$ cat config.mk
export PLATFORM = sky130hd
export DESIGN_NAME = draw_board_cells
export DESIGN_NICKNAME = d
export VERILOG_FILES = /design/src/rtl/board_pkg.sv /design/src/rtl/board_cell_locate.sv /design/src/rtl/draw_board_cells.sv
export SDC_FILE = /design/constraint.sdc
export NUM_CORES = 1
export LEC_CHECK = 0
export BUFFER_PORTS_ARGS = -buffer_cell sky130_fd_sc_hd__buf_2
export CAP_MARGIN = 20
export CORE_MARGIN = 2
export CORE_UTILIZATION = 60
export CTS_BUF_LIST = sky130_fd_sc_hd__clkbuf_8
export DETAILED_ROUTE_END_ITERATION = 8
export PLACE_DENSITY = 0.86
export RECOVER_POWER = 50
export SYNTH_ARGS = -nofsm -noshare
export SYNTH_HDL_FRONTEND = slang
export SYNTH_SLANG_ARGS = --single-unit
$ cat constraint.sdc
create_clock -name pclk -period 6.34 [get_ports pclk]
set_input_delay 0.951 -clock pclk [delete_from_list [all_inputs] [get_ports pclk]]
set_output_delay 0.951 -clock pclk [all_outputs]
set_load 0.01 [all_outputs]
$ cat src/rtl/board_pkg.sv
// board_pkg: shared overlay modes, default board geometry and colours for the board drawing stages.
package board_pkg;
  localparam logic [1:0] MODE_OFF = 2'd0;
  localparam logic [1:0] MODE_SOLID = 2'd1;
  localparam logic [1:0] MODE_BLINK = 2'd2;
  localparam logic [1:0] MODE_OUTLINE = 2'd3;
  localparam int X0_DEF = 0;
  localparam int Y0_DEF = 0;
  localparam int CELL_W_DEF = 341;
  localparam int CELL_H_DEF = 256;
  localparam int GAP_DEF = 4;
  localparam int IDX_W = 2;
  localparam logic [11:0] COLOR_BLACK = 12'h000;
  localparam logic [11:0] COLOR_RED = 12'hF00;
  localparam logic [11:0] COLOR_WHITE = 12'hFFF;
endpackage

$ cat src/rtl/board_cell_locate.sv
// board_cell_locate: comparator bank finding which cell along one axis holds a pixel, and its offset from the cell edge.
module board_cell_locate
  import board_pkg::*;
#(
  parameter int ORIGIN = 0,
  parameter int PITCH = 341,
  parameter int GAP = 4,
  parameter int COUNT = 3
) (
  input  logic [10:0]      pos,
  output logic [IDX_W-1:0] idx,
  output logic             found,
  output logic [10:0]      off
);
  always_comb begin
    idx = '0;
    found = 1'b0;
    off = '0;
    for (int i = 0; i < COUNT; i++)
      if (int'(pos) >= ORIGIN + i*PITCH + GAP && int'(pos) <= ORIGIN + (i+1)*PITCH - 1) begin
        idx = IDX_W'(i);
        found = 1'b1;
        off = 11'(int'(pos) - (ORIGIN + i*PITCH));
      end
  end
endmodule

$ cat src/rtl/draw_board_cells.sv
// draw_board_cells: paints a per-frame selected subset of board cells (solid, blinking or outlined) onto the pixel stream with 2-cycle latency.
module draw_board_cells
  import board_pkg::*;
#(
  parameter int GRID_N = 3,
  parameter int X0 = X0_DEF,
  parameter int Y0 = Y0_DEF,
  parameter int CELL_W = CELL_W_DEF,
  parameter int CELL_H = CELL_H_DEF,
  parameter int GAP = GAP_DEF,
  parameter int OUTLINE_W = 6,
  parameter int BLINK_FRAMES = 30
) (
  input  logic                       pclk,
  input  logic                       rst,
  input  logic [10:0]                hcount_in,
  input  logic [10:0]                vcount_in,
  input  logic                       hsync_in,
  input  logic                       hblnk_in,
  input  logic                       vsync_in,
  input  logic                       vblnk_in,
  input  logic [11:0]                rgb_in,
  input  logic                       start_en,
  input  logic                       choice_en,
  input  logic [GRID_N*GRID_N-1:0]   cell_en,
  input  logic [1:0]                 mode,
  input  logic [11:0]                square_color,
  output logic [10:0]                hcount_out,
  output logic [10:0]                vcount_out,
  output logic                       hsync_out,
  output logic                       hblnk_out,
  output logic                       vsync_out,
  output logic                       vblnk_out,
  output logic [11:0]                rgb_out,
  output logic [3:0]                 cell_idx_out,
  output logic                       cell_hit_out
);
  localparam int CELLS = GRID_N*GRID_N;
  localparam int CW = $clog2(BLINK_FRAMES) + 1;
  logic [CELLS-1:0] sh_cell_en;
  logic [1:0] sh_mode;
  logic [11:0] sh_color;
  logic sh_ov_en;
  logic [CW-1:0] blink_cnt;
  logic phase;
  logic [10:0] s1_hc, s1_vc, s1_dx, s1_dy;
  logic s1_hs, s1_hb, s1_vs, s1_vb, s1_hit;
  logic [11:0] s1_rgb;
  logic [IDX_W-1:0] s1_col, s1_row;
  logic [IDX_W-1:0] h_idx, v_idx;
  logic h_found, v_found;
  logic [10:0] h_off, v_off;
  logic vb_rise, vs_rise, blink_wrap;
  logic [3:0] idx;
  logic [15:0] en_pad;
  logic sel, on_edge, paint;
  logic [11:0] rgb_next;

  board_cell_locate #(.ORIGIN(X0), .PITCH(CELL_W), .GAP(GAP), .COUNT(GRID_N)) u_loc_h (
    .pos(hcount_in), .idx(h_idx), .found(h_found), .off(h_off)
  );
  board_cell_locate #(.ORIGIN(Y0), .PITCH(CELL_H), .GAP(GAP), .COUNT(GRID_N)) u_loc_v (
    .pos(vcount_in), .idx(v_idx), .found(v_found), .off(v_off)
  );

  // The stage-1 copies of vblnk/vsync double as the previous-cycle samples for edge detection.
  assign vb_rise = vblnk_in & ~s1_vb;
  assign vs_rise = vsync_in & ~s1_vs;
  assign blink_wrap = blink_cnt == CW'(BLINK_FRAMES - 1);

  always_comb begin
    idx = {2'b00, s1_row} * 4'(GRID_N) + {2'b00, s1_col};
    en_pad = 16'(sh_cell_en);
    sel = s1_hit & sh_ov_en & en_pad[idx];
    on_edge = s1_dx < 11'(OUTLINE_W) || s1_dy < 11'(OUTLINE_W) ||
              s1_dx >= 11'(CELL_W - GAP - OUTLINE_W) || s1_dy >= 11'(CELL_H - GAP - OUTLINE_W);
    paint = sel & ((sh_mode == MODE_SOLID) | ((sh_mode == MODE_BLINK) & phase) |
                   ((sh_mode == MODE_OUTLINE) & on_edge));
    rgb_next = paint ? sh_color : s1_rgb;
  end

  always_ff @(posedge pclk) begin
    if (!rst) begin
      sh_cell_en <= '0;
      sh_mode <= MODE_OFF;
      sh_color <= COLOR_BLACK;
      sh_ov_en <= 1'b0;
      blink_cnt <= '0;
      phase <= 1'b1;
      {s1_hc, s1_vc, s1_dx, s1_dy} <= '0;
      {s1_hs, s1_hb, s1_vs, s1_vb, s1_hit} <= '0;
      s1_rgb <= COLOR_BLACK;
      s1_col <= '0;
      s1_row <= '0;
      {hcount_out, vcount_out} <= '0;
      {hsync_out, hblnk_out, vsync_out, vblnk_out} <= '0;
      rgb_out <= COLOR_BLACK;
      cell_idx_out <= '0;
      cell_hit_out <= 1'b0;
    end else begin
      if (vb_rise) begin
        sh_cell_en <= cell_en;
        sh_mode <= mode;
        sh_color <= square_color;
        sh_ov_en <= start_en & ~choice_en;
      end
      if (vs_rise) begin
        blink_cnt <= blink_wrap ? '0 : blink_cnt + CW'(1);
        phase <= blink_wrap ? ~phase : phase;
      end
      s1_hc <= hcount_in;
      s1_vc <= vcount_in;
      s1_hs <= hsync_in;
      s1_hb <= hblnk_in;
      s1_vs <= vsync_in;
      s1_vb <= vblnk_in;
      s1_rgb <= rgb_in;
      s1_col <= h_idx;
      s1_row <= v_idx;
      s1_dx <= h_off;
      s1_dy <= v_off;
      s1_hit <= h_found & v_found & ~hblnk_in & ~vblnk_in;
      hcount_out <= s1_hc;
      vcount_out <= s1_vc;
      hsync_out <= s1_hs;
      hblnk_out <= s1_hb;
      vsync_out <= s1_vs;
      vblnk_out <= s1_vb;
      rgb_out <= rgb_next;
      cell_idx_out <= s1_hit ? idx : 4'd0;
      cell_hit_out <= s1_hit;
    end
  end
endmodule

==> results of run 1 <==
==> cell usage in the layout, fill, tap and decap left out, types with 5 or more instances in the layout <==
master,synthesis,routed
a211o_1,5,5
a21o_1,8,8
a21oi_1,38,38
and2_0,0,17
and2_1,66,49
and3_1,9,9
buf_2,0,80
clkbuf_1,25,28
clkbuf_8,0,18
dfxtp_1,138,138
ha_1,18,18
inv_1,13,14
mux2i_1,16,16
nand2_1,89,89
nand4_1,5,5
nor2_1,27,27
nor2b_1,8,7
nor3_1,13,13
o21a_1,8,8
o21ai_0,14,14
xor2_1,5,5
==> power by group through the flow <==
stage / Combinational (mW) / Clock [mW] / Sequential (mW)
2_1_floorplan: 0.110 / 0 / 0.945
3_3_place_gp: 0.172 / 0 / 0.942
3_5_place_dp: 0.177 / 0 / 0.944
4_1_cts: 0.180 / 0.696 / 0.925
5_1_grt: 0.201 / 0.729 / 0.929
6_report: 0.180 / 0.690 / 0.925
==> synthesized netlist by cell type (4+ instances only) <==
library cell    n
and3_1          9
or3_1           4
nor2b_1         8
nor3_1         13
mux2i_1        16
clkbuf_1       25
ha_1           18
o21bai_1        4
o21ai_0        14
a211o_1         5
nand4_1         5
buf_1           4
nand2_1        89
xor2_1          5
a21oi_1        38
and2_1         66
xnor2_1         4
a21o_1          8
o21a_1          8
nor2_1         27
inv_1          13
dfxtp_1       138
==> worst max path at each step <==
stage,from,endpoint,cells past startpoint
after floorplan,vcount_in[7],s1_dy[10],6
after detailed placement,rst,s1_dy[10],5
after CTS,s1_row[1],rgb_out[11],9
final,s1_row[1],rgb_out[11],9
after global routing,s1_row[1],rgb_out[11],9
after global placement,rst,s1_dy[10],5
==> cells by family (layout without fill, tap and decap cells) <==
kind of cell | after synthesis | after routing
xor+xnor | 9 | 9
flops | 138 | 138
buf+inv | 44 | 156
mux | 17 | 17
simple gates | 250 | 250
fa+ha+maj | 20 | 20
compound gates | 104 | 104
==> state kept, by name (all words and copies together), names as in the netlist, 2 cells and up <==
name and cells:
vcount_out 11, s1_col 2, sh_color 12, rgb_out 12
hcount_out 11, s1_rgb 12, s1_dy 10, sh_cell_en 9
s1_dx 11, cell_idx_out 4, blink_cnt 6, s1_vc 11
sh_mode 2, s1_row 2, s1_hc 11
==> per-stage QoR <==
stage,cells,hold slack (ps),worst slack [ps],total power [mW],area (um^2)
2_1_floorplan,582,412,3550,1.05,5470
3_3_place_gp,768,414,2750,1.11,6040
3_5_place_dp,769,418,2680,1.12,6040
4_1_cts,801,437,3080,1.80,6430
5_1_grt,802,451,2910,1.86,6410
6_report,802,441,3100,1.80,6410
==> per-layer routing <==
layer	wire length, um	part of all wire [%]	GRT usage [%]
met1	5290	43	31.4
met2	5840	47	41.8
met3	947	7.7	6.18
met4	274	2.2	11.5
met5	0	0	0
==> worst max-delay path, cell delays in order, from the launching register on <==
cell	delay (ps)
dfxtp_1	410
fa_1	450
ha_1	220
fa_1	470
mux2i_1	160
o22ai_1	130
o21a_1	120
o21ai_0	120
nor4_4	790
mux2i_1	300
==> area by class of cell <==
type / instances / area share (%)
flip-flops and latches: 138 / 43.1
multi-input cells: 400 / 39.7
repair buffers: 110 / 8.31
clock buffers: 18 / 3.86
clock inverters: 14 / 2.17
well taps: 108 / 2.11
inverters: 14 / 0.819
==> impl_metrics.csv, run 1 <==
group,metric,value,unit
outcome,outcome,"completed",
floorplanning,placementRows,34,
final_layout,nets,766,
logic_synthesis,synthSimpleGateAreaFrac,23.8,%
setup_path,start_kind,"flip-flop",
route,drt_first_iter_violations,213,
logic_synthesis,synth_top_family_by_area,"simple AND/OR/NAND/NOR gates",
power_and_ir_drop,leakage,2.75,nW
floorplanning,die_y,99.5,um
cts,ctsHoldBuffers,0,
power_and_ir_drop,clockPowerShare,38.4,%
power_and_ir_drop,internal_power,1.31,mW
floorplanning,start_util,62.4,%
timing,period_share,51.2,%
timing,min_period,3240,ps
timing,setup_viol,0,
cts,cts_buffer_depth,2,
final_layout,diodes,0,
worst_hold_path,hold_path.class,"flip-flop to flip-flop",
cts,cts_buffers,17,
floorplanning,io-pin-count,108,
grt,grtUsageTotal,25.3,%
cts,cts_tree,"done",
route,drt_pass1_iterations,5,
timing,hold_violations,0,
power_and_ir_drop,p_comb_share,10.0,%
setup_path,path_class,"flip-flop to flip-flop",
setup_path,crit-reg2reg-launch,"s1_row[1]",
placed_design,portBuffers,107,
setup_path,r2r_end,"rgb_out[11]",
power_and_ir_drop,p_seq_share,51.5,%
logic_synthesis,synth_top_area_share,50.5,%
logic_synthesis,synth.area.top_cells,"dfxtp_1 (51%), and2_1 (7.5%), nand2_1 (6.1%), ha_1 (4.1%), a21oi_1 (3.5%)",
setup_path,worst-endpoint-arrival,3600,ps
power_and_ir_drop,switchingPower,483,uW
flow_run,max_cap_violations,0,
route,vias,4502,
power_and_ir_drop,vdd_drop_max,0.000195,V
power_and_ir_drop,power_density,280,nW/um^2
worst_hold_path,hold_end,"hcount_out[5]",
logic_synthesis,synth.distinct_cells,62,
final_layout,regArea,2760,um^2
placed_design,globalplace.congestion,0.910,
timing,tns,0,ps
grt,antenna_found_initial,0,
timing,fmax,308,MHz
logic_synthesis,ys_seq_area_share,50.5,%
worst_hold_path,min_from,"s1_hc[5]",
cts,clock_latency,440,ps
logic_synthesis,async_reset_ff_share,0,%
logic_synthesis,synth-xor-area-share,1.44,%
final_layout,drive_gt1_share,18.6,%
route,antenna_left,0,
logic_synthesis,synthAdderAreaFrac,4.85,%
grt,grt_pass1_wl,19900,um
logic_synthesis,synth-edff-count,0,
logic_synthesis,avgSynthCellArea,9.40,um^2
cts,cts.sinks,138,
grt,grt_max_degree,101,
cts,post_cts_buffers,0,
setup_path,ff2ff_path_depth,9,
power_and_ir_drop,switching_share,26.9,%
logic_synthesis,synthMuxAreaShare,3.34,%
setup_path,end_kind,"flip-flop",
timing,tightest_slew,1020,ps
grt,overflow,0,
cts,cts_resized,0,
placed_design,dp_hpwl,8120,um
logic_synthesis,ys_ff_latch,138,
timing,slew_headroom,31.6,%
logic_synthesis,syn_inst,582,
setup_path,worstPathMaxFanout,12,
logic_synthesis,syn_area,5470,um^2
floorplanning,die_w,99.5,um
grt,first_global_vias,4267,
final_layout,syn_to_final_growth,17.3,%
route,drcViolationCount,0,
cts,clk_pin_slew_worst_paths,80,ps
final_layout,final.fill_count,632,
final_layout,multi_input_area,2540,um^2
logic_synthesis,syn_nets,667,
floorplanning,core,8760,um^2
final_layout,final_util,73.2,%
timing,skew,9.48,ps
logic_synthesis,ys_warn_count,0,
timing,finalMaxSlewViolations,0,
timing,rsz0062_at_grt,"no",
logic_synthesis,ys.flop_type,"dfxtp_1",
route,wl,12400,um
cts,cts_root_buf,"clkbuf_8",
setup_path,cp.required,6700,ps
route,via_per_inst,5.61,
logic_synthesis,synth_compound_area_share,12.9,%
floorplanning,dieArea,9890,um^2
setup_path,r2r_slack,3100,ps
logic_synthesis,yosysTopAreaCell,"dfxtp_1",
route,avgRoutedWirePerCell,15.4,um
cts,cts_max_level,4,
worst_hold_path,worstHoldPathCells,1,
Note: power is estimated with default switching activity, not from simulation.
==> inputs of run 2 (changes only) <==
--- a/config.mk
+++ b/config.mk
@@ -8,10 +8,10 @@
 export BUFFER_PORTS_ARGS = -buffer_cell sky130_fd_sc_hd__buf_2
 export CAP_MARGIN = 20
 export CORE_MARGIN = 2
-export CORE_UTILIZATION = 60
+export CORE_UTILIZATION = 51
 export CTS_BUF_LIST = sky130_fd_sc_hd__clkbuf_8
 export DETAILED_ROUTE_END_ITERATION = 8
-export PLACE_DENSITY = 0.86
+export PLACE_DENSITY = 0.78
 export RECOVER_POWER = 50
 export SYNTH_ARGS = -nofsm -noshare
 export SYNTH_HDL_FRONTEND = slang
==> constraint.sdc (replaced) <==
create_clock -name pclk -period 2.93 [get_ports pclk]
set_input_delay 0.4395 -clock pclk [delete_from_list [all_inputs] [get_ports pclk]]
set_output_delay 0.4395 -clock pclk [all_outputs]
set_load 0.01 [all_outputs]
==> run 2 against run 1 <==
Utilization shrank 11 points; critical path type unchanged; maximum frequency grew 18%; critical path depth grew 1; clock power grew 130%; setup slack lost 2900 ps.
==> impl_metrics.csv, run 2 (synthesis gave the netlist of run 1 again) <==
group,metric,value,unit
outcome,outcome,"completed",
setup_path,cp_num_buf_inv,1,
setup_path,end_kind,"flip-flop",
cts,post_cts_buffers,0,
power_and_ir_drop,internal_power,2.99,mW
cts,cts_tree,"done",
cts,cts_max_level,4,
timing,fin_ws,185,ps
placed_design,globalplace.congestion,0.891,
timing,rsz0062_at_grt,"no",
setup_path,start_kind,"flip-flop",
route,vias,4334,
route,drt_first_iter_violations,168,
route,antenna_left,0,
timing,tightest_slew,1040,ps
floorplanning,placementRows,37,
timing,min_period,2750,ps
grt,overflow,0,
floorplanning,dieArea,11600,um^2
worst_hold_path,worstHoldPathCells,2,
setup_path,ff2ff_path_depth,10,
route,wl,11900,um
floorplanning,core,10400,um^2
setup_path,crit_chain,"fa_1, ha_1, fa_1, mux2i_1, o22ai_1, o21a_1, o21ai_1, nor4_4, buf_4, mux2i_1",
timing,skew,8.17,ps
placed_design,dp_hpwl,8460,um
route,via_per_inst,5.20,
route,drt_pass1_iterations,4,
timing,fmax,364,MHz
power_and_ir_drop,power_density,613,nW/um^2
power_and_ir_drop,clockPowerShare,40.1,%
setup_path,path_depth,10,
grt,grtUsageTotal,21.8,%
timing,setup_viol,0,
floorplanning,io-pin-count,108,
final_layout,diodes,0,
cts,clock_latency,430,ps
setup_path,critPathTopFamily,"adder cells",
grt,grt_max_degree,56,
timing,whs,213,ps
setup_path,worst-endpoint-arrival,3060,ps
final_layout,reg_top3,"rgb_out: 12 flops, s1_rgb: 12 flops, sh_color: 12 flops",
cts,cts_root_buf,"clkbuf_8",
final_layout,drive_gt1_share,19.3,%
timing,hold_violations,0,
power_and_ir_drop,vdd_drop_max,0.000317,V
final_layout,syn_to_final_growth,18.8,%
cts,cts_buffers,17,
placed_design,dp_slack,30.8,ps
cts,cts.sinks,138,
power_and_ir_drop,p_comb_share,9.7,%
power_and_ir_drop,p_seq_share,50.2,%
grt,first_global_vias,4234,
route,drcViolationCount,0,
final_layout,final_util,62.6,%
grt,grt_pass1_wl,19800,um
cts,cts_buffer_depth,2,
power_and_ir_drop,switching_share,24.8,%
final_layout,final_common_cell,"dfxtp_1",
setup_path,worstPathMaxFanout,12,
power_and_ir_drop,leakage,2.79,nW
cts,clk_pin_slew_worst_paths,80,ps
timing,period_share,93.7,%
setup_path,worst_path_max_delay_cell,"fa_1",
floorplanning,die_y,108,um
flow_run,max_cap_violations,0,
setup_path,critPathMaxStageDelay,460,ps
final_layout,nets,770,
worst_hold_path,hold_path.class,"input pin to flip-flop",
placed_design,portBuffers,107,
final_layout,final_cell_mix,"dfxtp_1 (138), nand2_1 (89), buf_2 (83)",
route,avgRoutedWirePerCell,14.3,um
power_and_ir_drop,switchingPower,989,uW
setup_path,path_class,"flip-flop to flip-flop",
grt,antenna_found_initial,0,
setup_path,cp.required,3250,ps
floorplanning,start_util,52.7,%
floorplanning,die_w,108,um
timing,finalMaxSlewViolations,0,
timing,tns,0,ps
timing,slew_headroom,30.4,%
[run 2: cell count changes in the layout (fill, tap and decap cells not counted), moves of 2 or more]
cell        before  now
and2_0          17   26
and2_1          49   40
buf_2           80   83
buf_4            1    3
bufinv_16        1    3
clkbuf_1        28   26
clkbuf_2         0    2
clkinv_2         0    2
clkinv_4         2    4
clkinvlp_4       4    2
inv_6            4    2
inv_8            2    0
[run 2: power by group through the flow]
| stage | Combinational (mW) | Clock, mW | Sequential [mW] |
|---|---|---|---|
| floorplan | 0.238 | 0 | 2.04 |
| global placement | 0.375 | 0 | 2.04 |
| detailed placement | 0.386 | 0 | 2.04 |
| CTS | 0.391 | 1.61 | 2.00 |
| global route | 0.434 | 1.71 | 2.01 |
| finish | 0.386 | 1.60 | 2.00 |
[run 2: final timing paths]
check                                from          to  slack [ps]
worst max register to register  s1_row[1]  rgb_out[1]         180
worst min-delay path            rgb_in[6]   s1_rgb[6]         210
worst max-delay path            s1_row[1]  rgb_out[1]         180
worst min register to register      s1_hb   hblnk_out         430
[run 2: area by class of cell]
| class | count | area [um^2] |
|---|---|---|
| clock inverter | 14 | 171 |
| timing repair buffer | 114 | 546 |
| inverter | 14 | 52.6 |
| multi-input combinational | 400 | 2540 |
| clock buffer | 18 | 248 |
| tap | 136 | 170 |
| fill | 919 | 3870 |
| sequential | 138 | 2760 |
[run 2: through the flow]
stage               std cells  instance area, um^2  power, mW
floorplan                 582                 5470       2.28
global placement          801                 6110       2.41
detailed placement        801                 6110       2.43
CTS                       833                 6530       4.00
global route              834                 6490       4.15
finish                    834                 6490       3.98
[run 2: repair_timing]
action	in CTS	in global routing
resized for setup	0	1
hold buffers	0	0
setup endpoints to repair	0	12
[run 2: per-layer routing]
metal  wire [um]  up-vias  global-route usage (%)
li1            -     2181                       -
met1        5410     1995                    26.9
met2        5690      142                    37.0
met3         688       16                    5.81
met4         160        0                    7.23
met5           0        -                       0
